<file path="src/rtl/m_read_responder.sv">
// m_read_responder
// Read-side responder for the CPU's 12-bit memory map.
//   0x000-0x400 instruction ROM, 0x401-0x44B MMR block, 0x44C-0xFFF stack RAM.
// A request is accepted only while idle. The responder decodes the region, drives
// the matching read port, waits for the fixed latency or the MMR handshake, and
// returns one word with a single-cycle rd_valid.
// Optional feature: define MMR_TIMEOUT_EN to bound the MMR wait to TIMEOUT cycles.
// A timed-out response returns rd_data=0 with rd_err=1.
//
// state    | meaning
// ---------+-----------------------------------------------------------
// IDLE     | no transaction, ready to accept rd_req
// WAIT_MEM | ROM or stack read in flight, counting down the latency
// WAIT_MMR | MMR read issued, waiting for mmr_ack (or timeout)
// RESP     | rd_valid asserted for one cycle with the captured word
module m_read_responder #(
    parameter int DATA_W  = 16,
    parameter int ROM_LAT = 1,
    parameter int STK_LAT = 1,
    parameter int TIMEOUT = 16
) (
    input  logic              clk,
    input  logic              rst_n,
    input  logic              rd_req,
    input  logic [11:0]       rd_addr,
    output logic              busy,
    output logic              rd_valid,
    output logic [DATA_W-1:0] rd_data,
    output logic              rd_err,
    output logic [1:0]        sel,
    output logic [11:0]       rom_addr,
    input  logic [DATA_W-1:0] rom_data,
    output logic [11:0]       stk_addr,
    input  logic [DATA_W-1:0] stk_data,
    output logic [6:0]        mmr_addr,
    output logic              mmr_rd,
    input  logic              mmr_ack,
    input  logic [DATA_W-1:0] mmr_data
);

    typedef enum logic [1:0] {
        IDLE     = 2'd0,
        WAIT_MEM = 2'd1,
        WAIT_MMR = 2'd2,
        RESP     = 2'd3
    } state_t;

    localparam logic [1:0] SEL_ROM = 2'd0;
    localparam logic [1:0] SEL_MMR = 2'd1;
    localparam logic [1:0] SEL_STK = 2'd2;

    // One down-counter serves both the memory latency and the MMR timeout.
    localparam int MAX_LAT = (ROM_LAT > STK_LAT) ? ROM_LAT : STK_LAT;
    localparam int MAX_CNT = (MAX_LAT > TIMEOUT) ? MAX_LAT : TIMEOUT;
    localparam int CNT_W   = $clog2(MAX_CNT + 1);

    state_t              state_q, state_d;
    logic [CNT_W-1:0]    cnt_q, cnt_d;
    logic [1:0]          sel_q, sel_d;
    logic [11:0]         rom_addr_q, rom_addr_d;
    logic [11:0]         stk_addr_q, stk_addr_d;
    logic [6:0]          mmr_addr_q, mmr_addr_d;
    logic                mmr_rd_q, mmr_rd_d;
    logic [DATA_W-1:0]   data_q, data_d;
`ifdef MMR_TIMEOUT_EN
    logic                err_q, err_d;
`endif

    logic [1:0]          req_sel;
    logic [11:0]         stk_off;
    logic [6:0]          mmr_off;

    // Region decode and offsets of the incoming request address.
    always_comb begin
        if (rd_addr <= 12'h400) begin
            req_sel = SEL_ROM;
        end else if (rd_addr <= 12'h44B) begin
            req_sel = SEL_MMR;
        end else begin
            req_sel = SEL_STK;
        end
        stk_off = rd_addr - 12'h44C;
        // Low 7 bits of (rd_addr - 0x401); 0x401 has 0x01 in its low 7 bits.
        mmr_off = rd_addr[6:0] - 7'h01;
    end

    // Next-state logic and register updates for the read transaction.
    always_comb begin
        state_d    = state_q;
        cnt_d      = cnt_q;
        sel_d      = sel_q;
        rom_addr_d = rom_addr_q;
        stk_addr_d = stk_addr_q;
        mmr_addr_d = mmr_addr_q;
        mmr_rd_d   = 1'b0;
        data_d     = data_q;
`ifdef MMR_TIMEOUT_EN
        err_d      = err_q;
`endif

        case (state_q)
            IDLE: begin
                if (rd_req) begin
                    sel_d      = req_sel;
                    rom_addr_d = rd_addr;
                    stk_addr_d = stk_off;
                    mmr_addr_d = mmr_off;
                    if (req_sel == SEL_MMR) begin
                        state_d  = WAIT_MMR;
                        mmr_rd_d = 1'b1;
                        cnt_d    = CNT_W'(TIMEOUT - 1);
                    end else begin
                        state_d = WAIT_MEM;
                        cnt_d   = (req_sel == SEL_ROM) ? CNT_W'(ROM_LAT) : CNT_W'(STK_LAT);
                    end
                end
            end

            WAIT_MEM: begin
                // Counter loaded with LAT gives LAT+1 wait cycles.
                if (cnt_q == '0) begin
                    data_d  = (sel_q == SEL_ROM) ? rom_data : stk_data;
`ifdef MMR_TIMEOUT_EN
                    err_d   = 1'b0;
`endif
                    state_d = RESP;
                end else begin
                    cnt_d = cnt_q - CNT_W'(1);
                end
            end

            WAIT_MMR: begin
                if (mmr_ack) begin
                    data_d  = mmr_data;
`ifdef MMR_TIMEOUT_EN
                    err_d   = 1'b0;
`endif
                    state_d = RESP;
`ifdef MMR_TIMEOUT_EN
                end else if (cnt_q == '0) begin
                    data_d  = '0;
                    err_d   = 1'b1;
                    state_d = RESP;
                end else begin
                    cnt_d = cnt_q - CNT_W'(1);
`endif
                end
            end

            RESP: begin
                state_d = IDLE;
            end

            default: begin
                state_d = IDLE;
            end
        endcase
    end

    // State and datapath registers with synchronous active-low reset.
    always_ff @(posedge clk) begin
        if (!rst_n) begin
            state_q    <= IDLE;
            cnt_q      <= '0;
            sel_q      <= '0;
            rom_addr_q <= '0;
            stk_addr_q <= '0;
            mmr_addr_q <= '0;
            mmr_rd_q   <= 1'b0;
            data_q     <= '0;
`ifdef MMR_TIMEOUT_EN
            err_q      <= 1'b0;
`endif
        end else begin
            state_q    <= state_d;
            cnt_q      <= cnt_d;
            sel_q      <= sel_d;
            rom_addr_q <= rom_addr_d;
            stk_addr_q <= stk_addr_d;
            mmr_addr_q <= mmr_addr_d;
            mmr_rd_q   <= mmr_rd_d;
            data_q     <= data_d;
`ifdef MMR_TIMEOUT_EN
            err_q      <= err_d;
`endif
        end
    end

    assign busy     = (state_q != IDLE);
    assign rd_valid = (state_q == RESP);
    assign rd_data  = data_q;
`ifdef MMR_TIMEOUT_EN
    assign rd_err   = rd_valid & err_q;
`else
    assign rd_err   = 1'b0;
`endif
    assign sel      = sel_q;
    assign rom_addr = rom_addr_q;
    assign stk_addr = stk_addr_q;
    assign mmr_addr = mmr_addr_q;
    assign mmr_rd   = mmr_rd_q;

endmodule
</file>
<file path="config.mk">
export PLATFORM = sky130hd
export DESIGN_NAME = m_read_responder
export DESIGN_NICKNAME = d
export VERILOG_FILES = /design/src/rtl/m_read_responder.sv
export SDC_FILE = /design/constraint.sdc
export NUM_CORES = 1
export LEC_CHECK = 0
export CORE_UTILIZATION = 43
export DETAILED_ROUTE_END_ITERATION = 7
export GPL_TIMING_DRIVEN = 0
export PLACE_DENSITY = 0.8
export SYNTH_ARGS = -nofsm -noshare
export SYNTH_HDL_FRONTEND = slang
export SYNTH_SLANG_ARGS = --single-unit
</file>
<file path="constraint.sdc">
create_clock -name clk -period 2.5 [get_ports clk]
set_clock_uncertainty 0.05 [all_clocks]
set_input_delay 0.375 -clock clk [delete_from_list [all_inputs] [get_ports clk]]
set_output_delay 0.375 -clock clk [all_outputs]
set_load 0.005 [all_outputs]
</file>
==> results of run 1 <==
==> layout make-up <==
| cell class | count | share of cell area, % |
|---|---|---|
| clock buffer | 5 | 1.63 |
| timing repair buffer | 113 | 26.8 |
| inverter | 16 | 1.42 |
| multi-input combinational | 253 | 38.0 |
| buffer | 26 | 2.70 |
| clock inverter | 3 | 1.10 |
| sequential | 55 | 26.1 |
| tap | 77 | 2.28 |
==> final timing paths <==
kind | start | endpoint | slack [ns]
setup / recovery | cnt_q[0] | rd_data[15] | 0.30
hold / removal | rd_addr[5] | rom_addr[5] | 0.41
setup reg to reg | cnt_q[0] | rd_data[15] | 0.30
hold reg to reg | rd_data[13] | rd_data[13] | 0.41
==> power breakdown <==
group	switching (W)	leakage, nW	total (W)	internal (W)
Combinational	0.000946	1.03	0.00186	0.000917
Sequential	0.000137	0.451	0.00125	0.00111
Clock	0.000310	0.0548	0.000612	0.000302
==> layer usage <==
metal	track usage, %	share of wire (%)	up-vias
li1	-	-	1459
met1	30.3	44	1342
met2	38.7	47	90
met3	5.54	7.1	18
met4	7.37	2.4	0
met5	0	0	-
==> state kept, by name, summed over array words and instances (netlist names) <==
| signal | cells |
|---|---|
| cnt_q | 5 |
| mmr_addr | 7 |
| mmr_rd | 1 |
| rd_data | 16 |
| rom_addr | 12 |
| sel | 2 |
| state_q | 2 |
| stk_addr | 10 |
==> worst max-delay path, cell delays in order, from the launching register on <==
cell	delay, ns
sky130_fd_sc_hd__dfxtp_1	0.35
sky130_fd_sc_hd__inv_1	0.08
sky130_fd_sc_hd__ha_1	0.20
sky130_fd_sc_hd__or4b_1	0.43
sky130_fd_sc_hd__buf_2	0.18
sky130_fd_sc_hd__a21oi_2	0.33
sky130_fd_sc_hd__buf_4	0.24
sky130_fd_sc_hd__o211ai_1	0.12
sky130_fd_sc_hd__a21oi_1	0.14
==> stage by stage <==
step | cell area (um^2) | setup WS, ns
global placement | 4110 | 0.228
detailed placement | 4110 | 0.203
finish | 4220 | 0.296
global route | 4220 | 0.0520
floorplan | 2880 | 0.548
CTS | 4220 | 0.295
==> logic make-up (layout without fill, tap and decap cells) <==
| logic type | after synthesis | count (layout) | synth area share, % |
|---|---|---|---|
| other | 1 | 1 | 0.130 |
| XOR/XNOR | 9 | 9 | 2.74 |
| AO/OA/AOI/OAI | 102 | 102 | 22.6 |
| flip-flops | 55 | 55 | 38.2 |
| multiplexers | 18 | 18 | 6.99 |
| adder cells (fa/ha/maj) | 13 | 13 | 5.65 |
| AND/OR/NAND/NOR | 110 | 110 | 17.6 |
| buffers and inverters | 42 | 163 | 6.04 |
==> layout by cell type (no fill, tap or decap), types with 2 or more instances in the layout <==
cell and n:
sky130_fd_sc_hd__nor3b_1 2, sky130_fd_sc_hd__a21oi_1 44, sky130_fd_sc_hd__xor2_1 2, sky130_fd_sc_hd__a21o_1 2, sky130_fd_sc_hd__buf_4 4, sky130_fd_sc_hd__a211oi_1 8, sky130_fd_sc_hd__nand2_1 53, sky130_fd_sc_hd__nor3_1 2
sky130_fd_sc_hd__clkdlybuf4s50_1 113, sky130_fd_sc_hd__o211ai_1 17, sky130_fd_sc_hd__mux2_2 17, sky130_fd_sc_hd__o31a_1 2, sky130_fd_sc_hd__nor4_1 2, sky130_fd_sc_hd__nor2_1 16, sky130_fd_sc_hd__inv_1 15, sky130_fd_sc_hd__nand2b_1 18
sky130_fd_sc_hd__a31oi_1 2, sky130_fd_sc_hd__or3_1 2, sky130_fd_sc_hd__and3_1 2, sky130_fd_sc_hd__xnor2_1 7, sky130_fd_sc_hd__clkbuf_1 21, sky130_fd_sc_hd__nand3_1 9, sky130_fd_sc_hd__clkbuf_8 5, sky130_fd_sc_hd__ha_1 13
sky130_fd_sc_hd__o21ai_0 13, sky130_fd_sc_hd__dfxtp_1 55
==> summary by stage, run 1 <==
Power
VDD sags by at most 0.467 mV. In this run the static leakage power is 1.54 nW. For this design the ratio of total power to cell area is 881 nW/um^2.

The total design power is 0.00372 W.

Logic synthesis
The cell area that synthesis handed to floorplanning was 2880 um^2. After synthesis, the netlist uses 46 different library cells. The gate count after technology mapping is 350. Counting flops with a built-in enable in the synthesized netlist gives 0. Counting flops with an async set or reset pin after synthesis yields a share of 0%. The cell with the most instances after synthesis is sky130_fd_sc_hd__dfxtp_1. Summed over all instances, the cell type with the most area after synthesis is sky130_fd_sc_hd__dfxtp_1.

By area the synthesized netlist is led by sky130_fd_sc_hd__dfxtp_1, sky130_fd_sc_hd__a21oi_1, sky130_fd_sc_hd__nand2_1. After synthesis, the most frequently instantiated cells are sky130_fd_sc_hd__dfxtp_1, sky130_fd_sc_hd__nand2_1, sky130_fd_sc_hd__a21oi_1, sky130_fd_sc_hd__clkbuf_1, sky130_fd_sc_hd__nand2b_1. The synthesized flop and latch total is 55.

The register area share after synthesis is 38.2%. The post-synthesis area per instance is 8.23 um^2. The area fraction of the dominant cell type after synthesis is 38.2%.

The most common flop cell mapped by yosys is sky130_fd_sc_hd__dfxtp_1. The post-synthesis net count is 427. During synthesis, Yosys emitted a total of 0 warnings.

Run status
The final reports fail on DRC. The run finished, with violations left.

Floorplanning
The die covers 7030 um^2. The placeable core region is 6420 um^2. Row generation in the floorplan step produced 29 rows.

The floorplan die width is 83.8 um. The initial cell density of the core is 44.8%. In this run the count of I/O pins placed on the die edge is 117. In this run the vertical extent of the chip is 83.8 um.

Route
The wire length after detailed routing is 8.18 mm. The first-iteration detailed-routing DRC count is 127. Using the TritonRoute via totals, the vias-per-cell ratio works out to 5.31. The iteration count of the initial detailed-routing pass is 7. The remaining number of nets flagged by the antenna check after routing is 0. In the routed design, unresolved DRC markers number 14. Across all layers, the routed design uses 2909 vias. The mean routed wirelength per cell is 14.9 um.

Global route
The first global-routing pass estimated 13.4 mm of wire. The total overflow left after global routing is 0. Entering global routing, the biggest net connects 19 pins. The number of global-route vias before repair came to 2801.

Global routing used 23.5% of the available tracks across all layers. The initial antenna violation count is 0.

Clock network
The latest clock arrival within the worst-skew pair is 0.31 ns. The clock net sink count is 55. The post-cts repair resize count is 0. The number of buffers added by the clock tree synthesis step is 5. In this run the deepest clock path goes through 2 buffers. The cell at the root of the clock tree is sky130_fd_sc_hd__clkbuf_8.

Clock-pin slew was measured on the worst setup and hold paths at 0.11 ns. The number of buffers added for setup after CTS is 0. The H-tree generated during clock tree synthesis spans 2 levels.

Buffers inserted to repair hold after CTS numbered 0. TritonCTS built the clock tree.

Cells and area
In the final layout, the share of cells above drive strength 1 is 7.22%. Summing all flip-flop and latch instances after layout gives 1100 um^2. The number of fill cells in the layout is 546.

The count of inserted antenna diode cells is 0. The final standard cell utilization of the core is 65.8%. The final net count is 547. The multi-input combinational cells in the finished layout cover a total of 1610 um^2. The post-layout instance count excluding filler cells is 548. The area growth from synthesis to layout is 46.6%.

Timing
Setup total negative slack on the finished layout was measured at 0 ns. The final count of hold timing violations is 0. The final critical-path share of the clock period is 88.1%. The timing-limited maximum frequency is 454 MHz. Headroom to the max-slew limit came out at 61.0%.

The transition time of the tightest slew-check pin is 0.582 ns. The minimum period implied by the final worst setup slack is 2.20 ns. Setup violations remaining at the end of the flow were counted as 0. Setup repair after global routing left no endpoint under its margin.

Hold is met by 0.408 ns. The number of max-slew violations in the final report was 0.

Min path
The worst hold path passes through 3 cells. The path category of the worst min-delay check is in2reg.

Critical path
Measured in cells, the most critical reg-to-reg path has a length of 8. The peak fanout along the critical path is 10. STA classifies the critical path startpoint as a flop. The path type of the worst setup path is reg2reg. STA puts the critical path data arrival time at 2.40 ns.

STA puts the critical path data required time at 2.70 ns. The sort of element at the end of the critical path is a flop.

Job
The max capacitance violation total is 0.

Placed design
The wire-length estimate of the detail-placed layout is 6.28 mm. The instance count after placement with tap cells included is 540. The final weighted congestion of routability-driven global placement is 0.869. The count of input and output buffers is 113.
Note: power is estimated with default switching activity, not from simulation.
==> run 2: changes to the inputs <==
--- a/config.mk
+++ b/config.mk
@@ -5,10 +5,12 @@
 export SDC_FILE = /design/constraint.sdc
 export NUM_CORES = 1
 export LEC_CHECK = 0
-export CORE_UTILIZATION = 43
+export ABC_AREA = 1
+export CORE_UTILIZATION = 44
 export DETAILED_ROUTE_END_ITERATION = 7
 export GPL_TIMING_DRIVEN = 0
-export PLACE_DENSITY = 0.8
+export PLACE_DENSITY = 0.81
+export SLEW_MARGIN = 30
 export SYNTH_ARGS = -nofsm -noshare
 export SYNTH_HDL_FRONTEND = slang
 export SYNTH_SLANG_ARGS = --single-unit
==> run 2 against run 1 <==
  * Design area rose by 1.3%
  * Clock power fell by 22%
  * The flow still finishes with violations (DRC)
  * Hold slack got worse by 0.045 ns
  * Highest routed layer unchanged
  * Largest cell class unchanged
  * Largest power group unchanged
  * Wire length fell by 1.6%
  * Critical endpoint is now busy
  * Setup slack improved by 0.15 ns
  * Core utilization rose by 0.88 points
  * Die area rose by 0.30%
  * Area after synthesis rose by 2.6%
  * Final cell count rose by 8.8%
==> summary by stage, run 2 <==
Run status
The flow ran to the end, but the final reports show violations. The final reports fail on DRC.

Critical path
The path type of the worst setup path is reg2out. Data arrives at the worst endpoint at 1.63 ns. The sort of element at the end of the critical path is an output pin.

Along the worst path, the maximum fanout reaches 4. The startpoint of the worst register-to-register path is state_q[0]. The endpoint of the most critical register-to-register path is stk_addr[6].

Data on the critical path is required at its endpoint by 2.08 ns. The number of cells on the worst reg-to-reg path is 7. The sort of element at the start of the critical path is a flop. The worst setup slack for register-to-register paths is 0.70 ns.

Logic synthesis
Synthesis instantiated 41 different standard cells from the library. A synthesized cell averages 7.45 um^2. The number of enable flip-flop cells after synthesis is 0. When the netlist entered floorplanning its net count stood at 474. The async set-or-reset flop fraction in the synthesized netlist is 0%. By count the netlist is led by sky130_fd_sc_hd__nand2_1, sky130_fd_sc_hd__nor2_1, sky130_fd_sc_hd__dfxtp_1, sky130_fd_sc_hd__o21ai_0, sky130_fd_sc_hd__inv_1. The cell with the most instances after synthesis is sky130_fd_sc_hd__nand2_1.

By area the synthesized netlist is led by sky130_fd_sc_hd__dfxtp_1, sky130_fd_sc_hd__nand2_1, sky130_fd_sc_hd__nor2_1. Sequential cells were found to cover 37.2% of the synthesized design area. Among all flip-flop cells after synthesis, the most frequent one is sky130_fd_sc_hd__dfxtp_1. After synthesis the cells add up to 2960 um^2. During synthesis, Yosys emitted a total of 0 warnings. The synthesized flop and latch total is 55. The library cell with the largest summed area after synthesis is sky130_fd_sc_hd__dfxtp_1.

Of the post-synthesis cell area, the dominant cell type holds 37.2%. In the synthesized netlist, the number of instances is 397.

Floorplanning
The count of standard-cell rows is 29. The core region is 6420 um^2. The die covers 7050 um^2. The initial cell density of the core is 46.0%.

In this run the horizontal extent of the chip is 84.0 um. For this design the top-level I/O count stands at 117. The die is 84.0 um tall.

Global route
The global router's overall resource usage is 23.0%. The initial antenna violation count is 0. The number of global-route vias before repair is 2867. Entering global routing, the biggest net connects 17 pins. The global-route wire length before repair is 13.0 mm. Global routing finished with a remaining overflow of 0.

Timing
Setup repair after global routing left no endpoint under its margin. Adding up every negative setup slack in the final design gives 0 ns. The final count of hold timing violations is 0.

The final critical path takes up 82.3% of the cycle. For the finished layout, the period the worst path requires is 2.06 ns. The transition time of the tightest slew-check pin is 0.543 ns. Setup violations remaining at the end of the flow were counted as 0. The number of max-slew violations in the final report was 0. Setup slack closes at 0.444 ns. The worst-case hold slack is 0.364 ns. Based on the critical path, the design can be clocked at up to 486 MHz. The worst slew margin relative to its limit is 63.8%.

Clock network
TritonCTS built the clock tree. The number of levels the H-tree was split into is 2. The number of buffers on the longest clock path is 2. The clock-pin slew of the registers on the worst-case setup and hold paths is 0.10 ns. In this run, post-CTS hold repair placed 0 buffers. The number of buffers added by the clock tree synthesis step is 5. The clock net sink count is 55.

The number of buffers added for setup after CTS is 0. The post-cts repair resize count is 0. The latest clock arrival within the worst-skew pair is 0.31 ns. In this run the clock root is driven by a sky130_fd_sc_hd__clkbuf_8.

Min path
The worst min-delay path startpoint is rst_n. The cell depth of the worst hold path is 3. The path with the worst hold slack has its endpoint at stk_addr[5]. The path category of the worst min-delay check is in2reg.

Cells and area
The share of final-layout standard cells stronger than drive strength 1 is 9.06%. The register with the most flip-flops in the layout has 16 of them. The final standard cell utilization of the core is 66.6%. The area added between synthesis and finish is 44.7%. The top cell types in the final layout, fill and taps aside, are sky130_fd_sc_hd__clkdlybuf4s50_1, sky130_fd_sc_hd__nand2_1, sky130_fd_sc_hd__nor2_1.

The library cell used most frequently in the layout, excluding fill and tap cells, is sky130_fd_sc_hd__clkdlybuf4s50_1. The final net count is 595. The repair_antennas step left the layout with diodes totalling 0.

Placed design
Prior to clock tree synthesis, the placed netlist has a worst setup slack of 0.377 ns. The congestion estimate from routability-driven global placement came to 0.949. The detailed-placement wirelength estimate is 6.38 mm. The count of input and output buffers is 114.

Power
Dividing total power by cell area gives a power density of 916 nW/um^2. Across the VDD grid, the largest voltage drop is 0.424 mV. The analysis attributes to cell leakage a power of 1.85 nW.

Route
The first-iteration detailed-routing DRC count is 151. For this block, the routed nets add up to 8.05 mm of wire. In the routed design, unresolved DRC markers number 6.

The detail route stage leaves a number of antenna-violating nets equal to 0. The first TritonRoute pass finished after 6 iterations. The mean routed wirelength per cell is 13.5 um. Dividing the detail-routed via count by the number of cells gives 5.11. The detailed-route via count is 3046.

Job
The max capacitance violation total is 0.
[run 2: through the flow]
step | total power (W) | instances | cell area [um^2]
3_5_place_dp | 0.00347 | 588 | 4190
4_1_cts | 0.00395 | 596 | 4280
6_report | 0.00392 | 596 | 4280
3_3_place_gp | 0.00341 | 588 | 4190
2_1_floorplan | 0.00261 | 397 | 2960
5_1_grt | 0.00424 | 596 | 4280
[run 2: cell type report]
type / instances / area [um^2]
repair buffers: 114 / 1140
plain buffers: 21 / 124
well taps: 77 / 96.3
fillers: 533 / 2140
flip-flops and latches: 55 / 1100
multi-input cells: 291 / 1620
clock buffers: 6 / 72.6
clock inverters: 2 / 12.5
inverters: 30 / 116
[run 2: metal layers]
metal | vias to the layer above | global-route usage, % | wire length, um
met5 | - | 0 | 0
met2 | 117 | 40.4 | 3960
li1 | 1547 | - | -
met1 | 1368 | 27.1 | 3290
met4 | 0 | 7.37 | 150
met3 | 14 | 6.03 | 639
[run 2: worst max-delay path by stage]
| stage | from | to | slack, ns | depth (start not counted) |
|---|---|---|---|---|
| 3_3_place_gp | rd_addr[2] | state_q[0] | 0.40 | 9 |
| 4_1_cts | state_q[0] | busy | 0.42 | 4 |
| 5_1_grt | state_q[0] | busy | 0.33 | 4 |
| 3_5_place_dp | rd_addr[2] | state_q[0] | 0.38 | 9 |
| 2_1_floorplan | state_q[0] | rd_data[10] | 0.96 | 8 |
| 6_report | state_q[0] | busy | 0.44 | 4 |
[run 2: critical path: stages (launching register included)]
cell	delay (ns)
sky130_fd_sc_hd__dfxtp_1	0.39
sky130_fd_sc_hd__inv_1	0.10
sky130_fd_sc_hd__ha_1	0.21
sky130_fd_sc_hd__inv_1	0.10
sky130_fd_sc_hd__clkdlybuf4s50_1	0.52
[run 2: cell families (layout without fill, tap and decap cells)]
family	after synthesis	count (layout)	synth area share, %
compound gates	90	90	17.6
xor+xnor	3	3	0.889
other cells	1	1	0.127
flops	55	55	37.2
mux	16	16	5.42
simple gates	168	168	25.1
fa+ha+maj	13	13	5.50
buf+inv	51	173	8.13
[run 2: where the power goes]
part | switching [W] | internal, W
logic | 0.00116 | 0.00102
clock network | 0.000283 | 0.000196
registers | 0.000133 | 0.00113
==> run 3: changes to the inputs <==
==> constraint.sdc (replaced) <==
create_clock -name clk -period 1.9 [get_ports clk]
set_clock_uncertainty 0.05 [all_clocks]
set_input_delay 0.285 -clock clk [delete_from_list [all_inputs] [get_ports clk]]
set_output_delay 0.285 -clock clk [all_outputs]
set_load 0.005 [all_outputs]
==> run 3 against run 2 <==
  * The run still ends with DRC left
  * Clock power rose by 32%
  * Clock-buffer cell count is the same
  * Core utilization increased by 0.058 points
  * Design area about the same
  * Sequential share of layout area barely moved
  * First-iteration DRC count up 13%
  * Register-to-register slack got worse by 0.55 ns
  * Via count rose by 0.46%
  * Non-clock buffer count unchanged
==> summary by stage, run 3 (same netlist as run 2, synthesis figures left out) <==
Run status
The run finished, with violations left. The checks that failed: DRC.

Power
In this run the power spent charging and discharging nets is 0.00208 W. IR analysis of the VDD net gives a maximum drop of 0.559 mV. The power per unit of standard cell area is 1200 nW/um^2.

Of the total power, registers draw 32.3%. Of the total power, the share spent switching nets is 40.3%. After layout, the design draws a total of 0.00516 W. The share of total power dissipated in combinational logic is 55.5%. In this run, the clock network consumes 12.2% of the power. The internal portion of the total power is 0.00308 W. The reported leakage power is 1.85 nW.

Route
The wire length after detailed routing is 8.05 mm. The remaining number of nets flagged by the antenna check after routing is 0. The mean routed wirelength per cell is 13.5 um. The number of vias per cell after detailed routing is 5.13.

Before antenna repair, the detailed router went through 7 iterations. The detailed-route via count is 3060. The first-iteration detailed-routing DRC count is 171.

In the routed design, unresolved DRC markers number 6.

Timing
The worst path in the final design needs a cycle of 1.75 ns, including I/O delays and setup. Setup violations remaining at the end of the flow were counted as 0. The number of max-slew violations in the final report is 0. The worst slew margin relative to its limit is 65.0%. For this run, the top clock speed supported by timing is 572 MHz. Of the available clock period, the critical path in the final layout requires 92.0%.

Setup repair after global routing left no endpoint under its margin. The transition time of the tightest slew-check pin is 0.525 ns. The final count of hold timing violations is 0.

Critical path
The number of cells on the worst reg-to-reg path is 7. The worst setup path is launched from a flop. STA classifies the critical path endpoint as a flop. The critical path goes through inv_1, ha_1, nand2_1, clkbuf_1, nor3_1, a22oi_1, a21oi_1.

On the critical path, the stage with the largest delay is an instance of sky130_fd_sc_hd__clkbuf_1. The longest individual stage delay on the worst path is 0.42 ns. Data arrives at the worst endpoint at 1.89 ns. STA puts the critical path data required time at 2.04 ns. In this run the worst path has a maximum fanout of 10.

The setup path with the least slack is of type reg2reg.

Global route
The pin count of the biggest net entering global routing is 17. The global route total overflow is 0. The first global-routing pass estimated 13.0 mm of wire. The number of global-route vias before repair is 2867. The initial antenna violation count came to 0. The global router's overall resource usage is 23.0%.

Clock network
CTS placed an instance of sky130_fd_sc_hd__clkbuf_8 at the clock tree root. The later pin in the worst-skew pair is clocked with a latency of 0.31 ns. The number of buffers added by the clock tree synthesis step is 5. The number of levels the H-tree was split into is 2. The clock-pin slew of the registers on the worst-case setup and hold paths is 0.10 ns. The clock tree from TritonCTS is yes.

The clock net sink count is 55. The number of buffers on the longest clock path is 2.

Cells and area
Leaving out fill and tap cells, the most frequent cells in the layout are sky130_fd_sc_hd__clkdlybuf4s50_1, sky130_fd_sc_hd__nand2_1, sky130_fd_sc_hd__nor2_1. Once layout is complete, the cells apart from fillers number 596. The leading cell type in the layout, fill and taps excluded is sky130_fd_sc_hd__clkdlybuf4s50_1. The design area is 4280 um^2.

The register with the most flip-flops in the layout has 16 of them. For this run, the post-layout net count is 595. The final standard cell utilization of the core is 66.7%. The repair_antennas step left the layout with diodes totalling 0. The area added between synthesis and finish is 44.9%. In the final layout, the share of cells above drive strength 1 is 9.63%.

Placed design
The placed instance area is 4190 um^2. The final weighted congestion of routability-driven global placement is 0.949. Detailed placement ended at an HPWL of 6.38 mm. Port buffering added 114 buffers. The instance count after placement with tap cells included is 588.

Floorplanning
117 I/O pins were placed. Once the floorplan was initialized, standard cells occupied 46.0% of the core. The floorplan step defined a core boundary enclosing 6420 um^2. The floorplan has 29 rows.

The floorplan step defined a die boundary enclosing 7050 um^2. Measured along the x axis, the die boundary spans 84.0 um. In this run the vertical extent of the chip is 84.0 um.

Min path
The cell depth of the worst hold path is 3. The worst hold path belongs to the class in2reg.

Job
The tool flagged a number of max-cap violations equal to 0.
[run 3: cell count changes in the layout (fill, tap and decap cells not counted)]
cell and delta:
sky130_fd_sc_hd__nor2_2 +1, sky130_fd_sc_hd__clkdlybuf4s50_1 -1, sky130_fd_sc_hd__nor2_1 -1, sky130_fd_sc_hd__dlygate4sd2_1 +1
sky130_fd_sc_hd__dfxtp_1 -2, sky130_fd_sc_hd__dfxtp_2 +2
[run 3: layout make-up]
cell class	count	area [um^2]
plain buffers	21	124
multi-input cells	291	1620
flip-flops and latches	55	1100
fillers	532	2140
clock inverters	2	12.5
well taps	77	96.3
clock buffers	6	72.6
repair buffers	114	1140
inverters	30	116
[run 3: timing repair]
| item | in CTS | in global routing |
|---|---|---|
| hold buffers | 0 | 0 |
| hold endpoints to repair | 0 | 0 |
| gates resized for setup | 3 | 1 |
| setup endpoints to repair | 1 | 1 |
| setup buffers | 0 | 0 |
[run 3: final timing paths]
check,slack [ns],end,start
setup / recovery,0.15,stk_addr[11],state_q[0]
hold / removal,0.27,stk_addr[5],rst_n
setup reg to reg,0.15,stk_addr[11],state_q[0]
hold reg to reg,0.44,mmr_addr[0],mmr_addr[0]
[run 3: power by group through the flow]
stage / logic, W / registers [W] / clock network (W)
after floorplan: 0.00175 / 0.00168 / 0
after global placement: 0.00281 / 0.00167 / 0
after detailed placement: 0.00288 / 0.00168 / 0
after CTS: 0.00288 / 0.00167 / 0.000650
after global routing: 0.00320 / 0.00170 / 0.000682
final: 0.00286 / 0.00166 / 0.000631
[run 3: critical path: cells and delay by family (launching register included)]
family | cells | cell delay [ns]
and+or+nand+nor | 2 | 0.24
buffers and inverters | 2 | 0.50
DFF | 1 | 0.37
adders and majority gates | 1 | 0.21
AOI/OAI and AO/OA | 2 | 0.27
[run 3: metal layers]
metal / part of all wire, % / up-vias / GRT usage, % / routed length, um
met5: 0 / - / 0 / 0
met4: 1.9 / 0 / 7.37 / 150
met3: 7.0 / 18 / 6.03 / 565
met2: 49 / 106 / 40.4 / 3950
met1: 42 / 1395 / 27.1 / 3390
li1: - / 1541 / - / -
[run 3: stage by stage]
stage               setup slack [ns]  setup TNS [ns]  hold WS, ns
finish                         0.152               0        0.275
global placement              -0.105          -0.602        0.425
global route                  0.0335               0        0.281
detailed placement            -0.133          -0.853        0.426
CTS                            0.174               0        0.267
floorplan                      0.362               0        0.381
